File: src/rtl/mem_load_queue.sv
// MEM-stage load-return queue: tracks outstanding SRAM loads, aligns returned data, delivers in order.
// Optional MEM_LOAD_BYPASS_EN: head-entry return is forwarded to resp_* in the same cycle.
module mem_load_queue #(
  parameter int DEPTH  = 2,
  parameter int DEST_W = 5,
  localparam int CW    = $clog2(DEPTH + 1)
) (
  input  logic              clk,
  input  logic              reset,
  input  logic              req_valid,
  input  logic [2:0]        req_mode,
  input  logic              req_sext,
  input  logic [1:0]        req_off,
  input  logic [DEST_W-1:0] req_dest,
  input  logic [31:0]       req_rt,
  output logic              req_ready,
  input  logic              data_sram_data_ok,
  input  logic [31:0]       data_sram_rdata,
  input  logic              flush,
  output logic              resp_valid,
  input  logic              resp_ready,
  output logic [DEST_W-1:0] resp_dest,
  output logic [31:0]       resp_data,
  output logic [CW-1:0]     outstanding,
  output logic              proto_err
);
  localparam int PW = (DEPTH > 1) ? $clog2(DEPTH) : 1;
  // A flush with a same-cycle request can leave DEPTH+1 responses to drop.
  localparam int DW = $clog2(DEPTH + 2);

  logic [2:0]        mode_q [DEPTH];
  logic              sext_q [DEPTH];
  logic [1:0]        off_q  [DEPTH];
  logic [DEST_W-1:0] dest_q [DEPTH];
  logic [31:0]       rt_q   [DEPTH];
  logic [31:0]       raw_q  [DEPTH];
  logic [DEPTH-1:0]  got_q;
  logic [PW-1:0]     head_q, tail_q, rptr_q;
  logic [CW-1:0]     count_q, count_d, pend_q, pend_d;
  logic [DW-1:0]     discard_q, discard_d;
  logic              proto_err_q;

  logic [DW:0]   occ;
  logic          push, pop, ret_live, drop, bad_req, bad_ret, head_got;
  logic [31:0]   raw_sel;

  function automatic logic [PW-1:0] inc(input logic [PW-1:0] p);
    return (p == PW'(DEPTH - 1)) ? '0 : p + 1'b1;
  endfunction

  function automatic logic [31:0] align(input logic [2:0] m, input logic s,
                                        input logic [1:0] o, input logic [31:0] r,
                                        input logic [31:0] rt);
    logic [15:0] h;
    logic [7:0]  b;
    h = o[1] ? r[31:16] : r[15:0];
    b = r[8*o +: 8];
    case (m)
      3'd1: return {{16{s & h[15]}}, h};
      3'd2: return {{24{s & b[7]}}, b};
      3'd3: case (o)
              2'd0: return {r[7:0],  rt[23:0]};
              2'd1: return {r[15:0], rt[15:0]};
              2'd2: return {r[23:0], rt[7:0]};
              default: return r;
            endcase
      3'd4: case (o)
              2'd3: return {rt[31:8],  r[31:24]};
              2'd2: return {rt[31:16], r[31:16]};
              2'd1: return {rt[31:24], r[31:8]};
              default: return r;
            endcase
      default: return r;
    endcase
  endfunction

  assign occ       = (DW+1)'(count_q) + (DW+1)'(discard_q);
  assign req_ready = occ < (DW+1)'(DEPTH);
  assign outstanding = (occ > (DW+1)'({CW{1'b1}})) ? {CW{1'b1}} : occ[CW-1:0];
  assign proto_err = proto_err_q;

  assign head_got = got_q[head_q] && (count_q != '0);
  assign drop     = data_sram_data_ok && (discard_q != '0);
  assign ret_live = data_sram_data_ok && (discard_q == '0) && (pend_q != '0);
  assign bad_ret  = data_sram_data_ok && (discard_q == '0) && (pend_q == '0);
  assign bad_req  = req_valid && !req_ready && !flush;
  assign push     = req_valid && req_ready && !flush;
  assign pop      = resp_valid && resp_ready && !flush;

`ifdef MEM_LOAD_BYPASS_EN
  logic byp;
  // The oldest un-returned entry is the head exactly when rptr meets head.
  assign byp        = ret_live && (rptr_q == head_q) && !head_got;
  assign resp_valid = head_got || byp;
  assign raw_sel    = byp ? data_sram_rdata : raw_q[head_q];
`else
  assign resp_valid = head_got;
  assign raw_sel    = raw_q[head_q];
`endif

  assign resp_data = resp_valid ? align(mode_q[head_q], sext_q[head_q], off_q[head_q],
                                        raw_sel, rt_q[head_q]) : '0;
  assign resp_dest = resp_valid ? dest_q[head_q] : '0;

  always_comb begin
    count_d   = count_q + CW'(push) - CW'(pop);
    pend_d    = pend_q + CW'(push) - CW'(ret_live);
    discard_d = discard_q - DW'(drop);
    if (flush) begin
      count_d   = '0;
      pend_d    = '0;
      discard_d = DW'((DW+1)'(discard_q) + (DW+1)'(pend_q) + (DW+1)'(req_valid)
                      - (DW+1)'(drop || ret_live));
    end
  end

  always_ff @(posedge clk) begin
    if (reset) begin
      head_q      <= '0;
      tail_q      <= '0;
      rptr_q      <= '0;
      count_q     <= '0;
      pend_q      <= '0;
      discard_q   <= '0;
      got_q       <= '0;
      proto_err_q <= 1'b0;
      for (int i = 0; i < DEPTH; i++) begin
        mode_q[i] <= '0;
        sext_q[i] <= 1'b0;
        off_q[i]  <= '0;
        dest_q[i] <= '0;
        rt_q[i]   <= '0;
        raw_q[i]  <= '0;
      end
    end else begin
      count_q   <= count_d;
      pend_q    <= pend_d;
      discard_q <= discard_d;
      if (bad_req || bad_ret) proto_err_q <= 1'b1;
      if (flush) begin
        head_q <= '0;
        tail_q <= '0;
        rptr_q <= '0;
        got_q  <= '0;
      end else begin
        if (push) begin
          mode_q[tail_q] <= req_mode;
          sext_q[tail_q] <= req_sext;
          off_q[tail_q]  <= req_off;
          dest_q[tail_q] <= req_dest;
          rt_q[tail_q]   <= req_rt;
          got_q[tail_q]  <= 1'b0;
          tail_q         <= inc(tail_q);
        end
        if (ret_live) begin
          raw_q[rptr_q] <= data_sram_rdata;
          got_q[rptr_q] <= 1'b1;
          rptr_q        <= inc(rptr_q);
        end
        if (pop) head_q <= inc(head_q);
      end
    end
  end
endmodule
File: config.mk
export PLATFORM = sky130hd
export DESIGN_NAME = mem_load_queue
export DESIGN_NICKNAME = d
export VERILOG_FILES = /design/src/rtl/mem_load_queue.sv
export SDC_FILE = /design/constraint.sdc
export NUM_CORES = 1
export LEC_CHECK = 0
export CORE_ASPECT_RATIO = 0.75
export CORE_MARGIN = 1
export CORE_UTILIZATION = 28
export CTS_CLUSTER_DIAMETER = 50
export DETAILED_ROUTE_END_ITERATION = 10
export GPL_TIMING_DRIVEN = 0
export PLACE_DENSITY = 0.48
export SETUP_SLACK_MARGIN = 0.2
export SLEW_MARGIN = 20
export SYNTH_ARGS = -nofsm -noshare
export SYNTH_HDL_FRONTEND = slang
export SYNTH_SLANG_ARGS = --single-unit
File: constraint.sdc
create_clock -name clk -period 6.51 [get_ports clk]
set_input_delay 1.6275 -clock clk [delete_from_list [all_inputs] [get_ports clk]]
set_output_delay 1.6275 -clock clk [all_outputs]
set_load 0.02 [all_outputs]
==> results of run 1 <==
## sequential cells by signal (all words and copies together) (netlist names), named ones only
signal,count
sext_q,2
raw_q,64
tail_q,1
count_q,2
mode_q,6
dest_q,10
rt_q,64
proto_err,1
got_q,2
off_q,4
pend_q,2
discard_q,2
rptr_q,1
head_q,1
## per-layer routing
| layer | track usage (%) | part of all wire (%) | wire, µm | vias up |
|---|---|---|---|---|
| li1 | - | - | - | 3447 |
| met1 | 28.1 | 50 | 16700 | 3656 |
| met2 | 27.5 | 42 | 14000 | 252 |
| met3 | 4.36 | 6.0 | 2020 | 38 |
| met4 | 5.70 | 2.0 | 672 | 0 |
| met5 | 0 | 0 | 0 | - |
## logic make-up after synthesis
kind of cell / after synthesis / synth area share (%)
adders and majority gates: 9 / 1.32
and+or+nand+nor: 346 / 19.5
muxes: 108 / 12.2
DFF: 163 / 49.2
xor gates and xnor gates: 11 / 0.995
AOI/OAI and AO/OA: 142 / 12.5
buffers and inverters: 72 / 4.33
## cells in the final DEF (no fill, tap or decap), drive strengths merged, types with 3 or more instances in the layout
cell,n
nor2b,8
o21a,3
mux2,49
o21ai,15
a32o,9
buf,37
ha,7
nor2,60
xor2,3
bufinv,4
nor3,12
dfxtp,13
clkinv,4
clkdlybuf4s50,122
inv,15
mux2i,59
or2,6
a221oi,3
nor3b,3
or3,9
a41oi,7
a311oi,16
a21oi,15
o21bai,3
o32ai,7
clkbuf,44
a211oi,9
o32a,6
edfxtp,150
nand2,64
and2,155
o211ai,8
nand2b,16
o211a,6
xnor2,8
o221ai,13
o2111ai,7
a31oi,4
## final timing paths
kind,depth (start not counted),endpoint
hold / removal,2,got_q[0]$_SDFF_PP0_
hold reg to reg,2,got_q[0]$_SDFF_PP0_
setup reg to reg,5,raw_q[0][8]$_SDFFCE_PN0P_
setup / recovery,6,resp_data[14]
## layout make-up
type | count | area, µm²
tap | 450 | 563
clock inverter | 12 | 180
timing repair buffer | 124 | 1240
inverter | 13 | 48.8
multi-input combinational | 616 | 4520
fill | 3378 | 21600
sequential | 163 | 4760
clock buffer | 20 | 447
buffer | 59 | 370
## cells in the mapped netlist, types with 13 or more instances
cell type  count  area share, %
and2_1       155             10
edfxtp_1     150             47
nand2_1       63            2.4
nor2_1        60            2.3
mux2i_1       56            5.8
mux2_2        43            5.0
clkbuf_1      24           0.93
buf_2         16           0.83
nand2b_1      16            1.0
dfxtp_1       13            2.7
o221ai_1      13            1.2
## critical path: stages (launching register included)
cell             delay (ns)
dfxtp_1                0.54
mux2i_2                0.65
buf_2                  0.38
mux2i_2                0.36
a21oi_2                0.23
a221oi_1               0.50
clkdlybuf4s50_1        0.70
## stage by stage
step / area, µm² / utilization (%) / total power [W]
floorplan: 9680 / - / 0.00161
global placement: 11500 / 34.0 / 0.00184
detailed placement: 11500 / 34.1 / 0.00184
CTS: 12100 / 36.0 / 0.00293
global route: 12100 / 36.0 / 0.00302
finish: 12100 / 36.0 / 0.00292
## power by group through the flow
| stage | Clock, W | Sequential, W | Combinational (W) |
|---|---|---|---|
| finish | 0.00109 | 0.00125 | 0.000576 |
| global route | 0.00114 | 0.00126 | 0.000616 |
| CTS | 0.00111 | 0.00125 | 0.000571 |
| detailed placement | 0 | 0.00127 | 0.000568 |
| global placement | 0 | 0.00127 | 0.000567 |
| floorplan | 0 | 0.00126 | 0.000350 |
==> results.yml, run 1 <==
clock_network:
  clock_path_buffers: 2
  cts_buffers: 17
  cts_tree: "done"
  postCtsHoldBufs: 0
  insertion_delay_ns: 0.45
  htreeDepth: 4
  clkTransAtPathRegs_ns: 0.07
  clockRootBuffer: "clkbuf_16"
  post_cts_buffers: 0
  cts.sinks: 163
  cts_resized: 0
timing:
  finalCritPeriodShare_pct: 83.5
  slew_headroom_pct: 34.5
  hold_slack_ns: 0.480
  fmax_ghz: 0.184
  tns_ns: 0
  setup_viol: 0
  drv_slew: 0
  finalHoldViolCount: 0
  fin_crit_ns: 5.44
  rsz0062_at_grt: "false"
  clock_skew_ns: 0.0140
  worstMarginPinSlew_ns: 0.981
  worst_slack_ns: 1.07
detailed_routing:
  vias: 7393
  wl_per_cell_um: 23.0
  firstDrtPassIters: 5
  drtAntennaViolNets: 0
  wl_mm: 33.4
  viasPerCell: 5.07
  drtIter0Drc: 641
  drc: 0
global_route:
  grt_overflow: 0
  grt_max_degree: 44
  antenna_found_initial: 0
  grt_usage_pct: 19.1
  grt_pass1_vias: 7177
  grt_pass1_wl_mm: 48.1
cells_and_area:
  area_growth_pct: 25.3
  fin_nets: 1084
  diodes: 0
  final_cells: 1457
  layout-drive-gt1-share_pct: 14.7
synthesis:
  synth_area_mm2: 0.00968
  syn_nets: 941
  netlist_instances: 851
  yosys_warnings: 0
  ys_seq_area_share_pct: 49.2
  synth_edf_count: 150
  yosys_register_bits: 163
  synth_cell_type_count: 73
  async_flop_share_pct: 0
  syn_area_per_cell_um2: 11.4
  ys.flop_type: "edfxtp_1"
worst_setup_path:
  timing.rr.start: "discard_q[1]$_SDFF_PP0_"
  worstSetupPathType: "reg -> out"
  crit_path_end_kind: "output pin"
  critPathRequiredTime_ns: 4.88
  arrival_ns: 3.81
  r2r_slack_ns: 3.48
  start_kind: "register"
  cp_max_fo: 10
power_and_ir_drop:
  ir_drop_mv: 0.127
  p_switching_w: 0.000820
  seqPwrFrac_pct: 42.9
  p_leak_nw: 4.22
  swShare_pct: 28.1
  comb_power_share_pct: 19.7
  power.density_mw_per_mm2: 241
  power.internal_w: 0.00210
  clock_power_share_pct: 37.4
placement:
  place_hpwl_mm: 24.9
  gp_congestion: 0.957
  post-place-ws_ns: 1.59
  io_buffers: 122
  dp.cells: 1425
die:
  top_level_ports: 123
  core_area_mm2: 0.0337
  die_w_um: 217
  die_area_mm2: 0.0353
  die_h_um: 163
  initial_core_util_pct: 28.7
  rows: 58
run:
  cap_violations: 0
hold_path:
  hp-class: "reg -> reg"
  min_from: "got_q[0]$_SDFF_PP0_"
status:
  status: "finished, final reports clean"
Power figures use the tool's default switching activity.
==> run 2: changes to the inputs <==
--- a/config.mk
+++ b/config.mk
@@ -11,7 +11,7 @@
 export CTS_CLUSTER_DIAMETER = 50
 export DETAILED_ROUTE_END_ITERATION = 10
 export GPL_TIMING_DRIVEN = 0
-export PLACE_DENSITY = 0.48
+export PLACE_DENSITY = 0.5
 export SETUP_SLACK_MARGIN = 0.2
 export SLEW_MARGIN = 20
 export SYNTH_ARGS = -nofsm -noshare
==> constraint.sdc (replaced) <==
create_clock -name clk -period 4.4 [get_ports clk]
set_input_delay 1.1 -clock clk [delete_from_list [all_inputs] [get_ports clk]]
set_output_delay 1.1 -clock clk [all_outputs]
set_load 0.02 [all_outputs]
==> results.yml, run 2 (synthesis results as in run 1) <==
worst_setup_path:
  critPathRequiredTime_ns: 3.30
  path_buf_inv: 5
  start_kind: "register"
  rr_worst_depth: 5
  critical-path-max-stage-delay_ns: 0.43
  worstSetupPathType: "reg -> out"
  cp_slowest_cell: "a211oi_1"
  timing.rr.start: "discard_q[1]$_SDFF_PP0_"
  cp_max_fo: 10
  crit_path_end_kind: "output pin"
  crit_family: "buffers and inverters"
  path_cells: "buf_8 -> buf_8 -> buf_12 -> buf_12 -> mux2i_1 -> nand2_1 -> a21oi_1 -> o211a_1 -> a211oi_1 -> clkdlybuf4s15_1"
  worstReg2RegEnd: "raw_q[0][8]$_SDFFCE_PN0P_"
  arrival_ns: 3.15
  r2r_slack_ns: 1.33
timing:
  rsz0062_at_grt: "true"
  slew_headroom_pct: 34.0
  fin_crit_ns: 4.25
  finalHoldViolCount: 0
  worstMarginPinSlew_ns: 0.988
  hold_slack_ns: 0.495
  finalCritPeriodShare_pct: 96.5
  tns_ns: 0
  fmax_ghz: 0.236
  drv_slew: 0
  setup_viol: 0
  clock_skew_ns: 0.0132
global_route:
  antenna_found_initial: 0
  grt_max_degree: 44
  grt_pass1_wl_mm: 49.4
  grt_usage_pct: 19.6
  grt_pass1_vias: 7260
  grt_overflow: 0
clock_network:
  clock_path_buffers: 2
  clockRootBuffer: "clkbuf_16"
  cts.sinks: 163
  htreeDepth: 4
  cts_tree: "done"
  clkTransAtPathRegs_ns: 0.07
  postCtsHoldBufs: 0
  cts_buffers: 17
  insertion_delay_ns: 0.44
cells_and_area:
  layout-drive-gt1-share_pct: 18.2
  diodes: 0
  area_growth_pct: 27.7
  post-route-util_pct: 36.6
  finalInstanceArea_mm2: 0.0124
  layout_common_cells: "and2_1, edfxtp_1, clkdlybuf4s50_1, nand2_1, nor2_1"
  layout_commonest_cell: "and2_1"
  fin_nets: 1093
  final_cells: 1465
  reg_top3: "raw_q (64), rt_q (64), dest_q (10)"
hold_path:
  min_from: "got_q[0]$_SDFF_PP0_"
  min_path_cells: 2
  hp-class: "reg -> reg"
  hold_end: "got_q[0]$_SDFF_PP0_"
placement:
  io_buffers: 122
  dp.cells: 1425
  place_hpwl_mm: 25.2
  place_area_mm2: 0.0115
  gp_congestion: 0.951
die:
  die_area_mm2: 0.0353
  die_h_um: 163
  die_w_um: 217
  initial_core_util_pct: 28.7
  core_area_mm2: 0.0337
  top_level_ports: 123
  rows: 58
power_and_ir_drop:
  p_leak_nw: 4.44
  ir_drop_mv: 0.220
  power.density_mw_per_mm2: 352
run:
  cap_violations: 0
detailed_routing:
  wl_per_cell_um: 23.3
  firstDrtPassIters: 5
  wl_mm: 34.1
  drtIter0Drc: 744
  vias: 7487
  drc: 0
  viasPerCell: 5.11
  drtAntennaViolNets: 0
status:
  status: "finished, final reports clean"
==> run 2: cell type report <==
cell class | count | area [µm²]
Buffer | 59 | 403
Clock buffer | 20 | 437
Clock inverter | 11 | 176
Fill cell | 3370 | 21400
Inverter | 13 | 48.8
Multi-Input combinational cell | 616 | 4700
Sequential cell | 163 | 4770
Tap cell | 450 | 563
Timing Repair Buffer | 133 | 1270
==> run 2: per-layer routing <==
metal	global-route usage (%)	part of all wire, %	routed length [µm]	vias to the layer above
li1	-	-	-	3464
met1	29.5	50	17000	3702
met2	28.5	42	14300	287
met3	3.78	6.4	2190	34
met4	4.45	1.7	570	0
met5	0	0	0	-
==> run 2: how the worst max path moves through the flow <==
stage | startpoint | endpoint | slack, ns | cells after the start
detailed placement | register | resp_data[14] | -0.04 | 6
global route | off_q[1][1]$_SDFFCE_PN0P_ | resp_data[14] | 0.19 | 7
finish | register | resp_data[9] | 0.15 | 10
CTS | register | resp_data[4] | 0.21 | 10
global placement | register | resp_data[14] | -0.09 | 6
floorplan | off_q[1][1]$_SDFFCE_PN0P_ | resp_data[20] | 1.09 | 7
==> run 2: per-stage QoR <==
| stage | worst slack [ns] | power (W) |
|---|---|---|
| 5_1_grt | 0.189 | 0.00451 |
| 4_1_cts | 0.210 | 0.00436 |
| 3_3_place_gp | -0.0906 | 0.00273 |
| 3_5_place_dp | -0.0371 | 0.00273 |
| 2_1_floorplan | 1.09 | 0.00239 |
| 6_report | 0.155 | 0.00435 |
==> run 2: worst reg2reg max path: cells and delay by family, from the launching register on <==
kind                   cells  cell delay (ns)
flip-flops                 1             0.31
buffers and inverters      1             0.13
AND/OR/NAND/NOR            4             2.24
==> run 2: where the power goes <==
group / total, W / switching (W) / internal, W
clock network: 0.00160 / 0.000645 / 0.000953
registers: 0.00185 / 0.0000504 / 0.00180
logic: 0.000905 / 0.000547 / 0.000358
==> run 2: timing repair <==
action,CTS,global route
buffers inserted,7,2
pin swaps,0,0
setup endpoints to repair,32,22
resized for setup,68,18
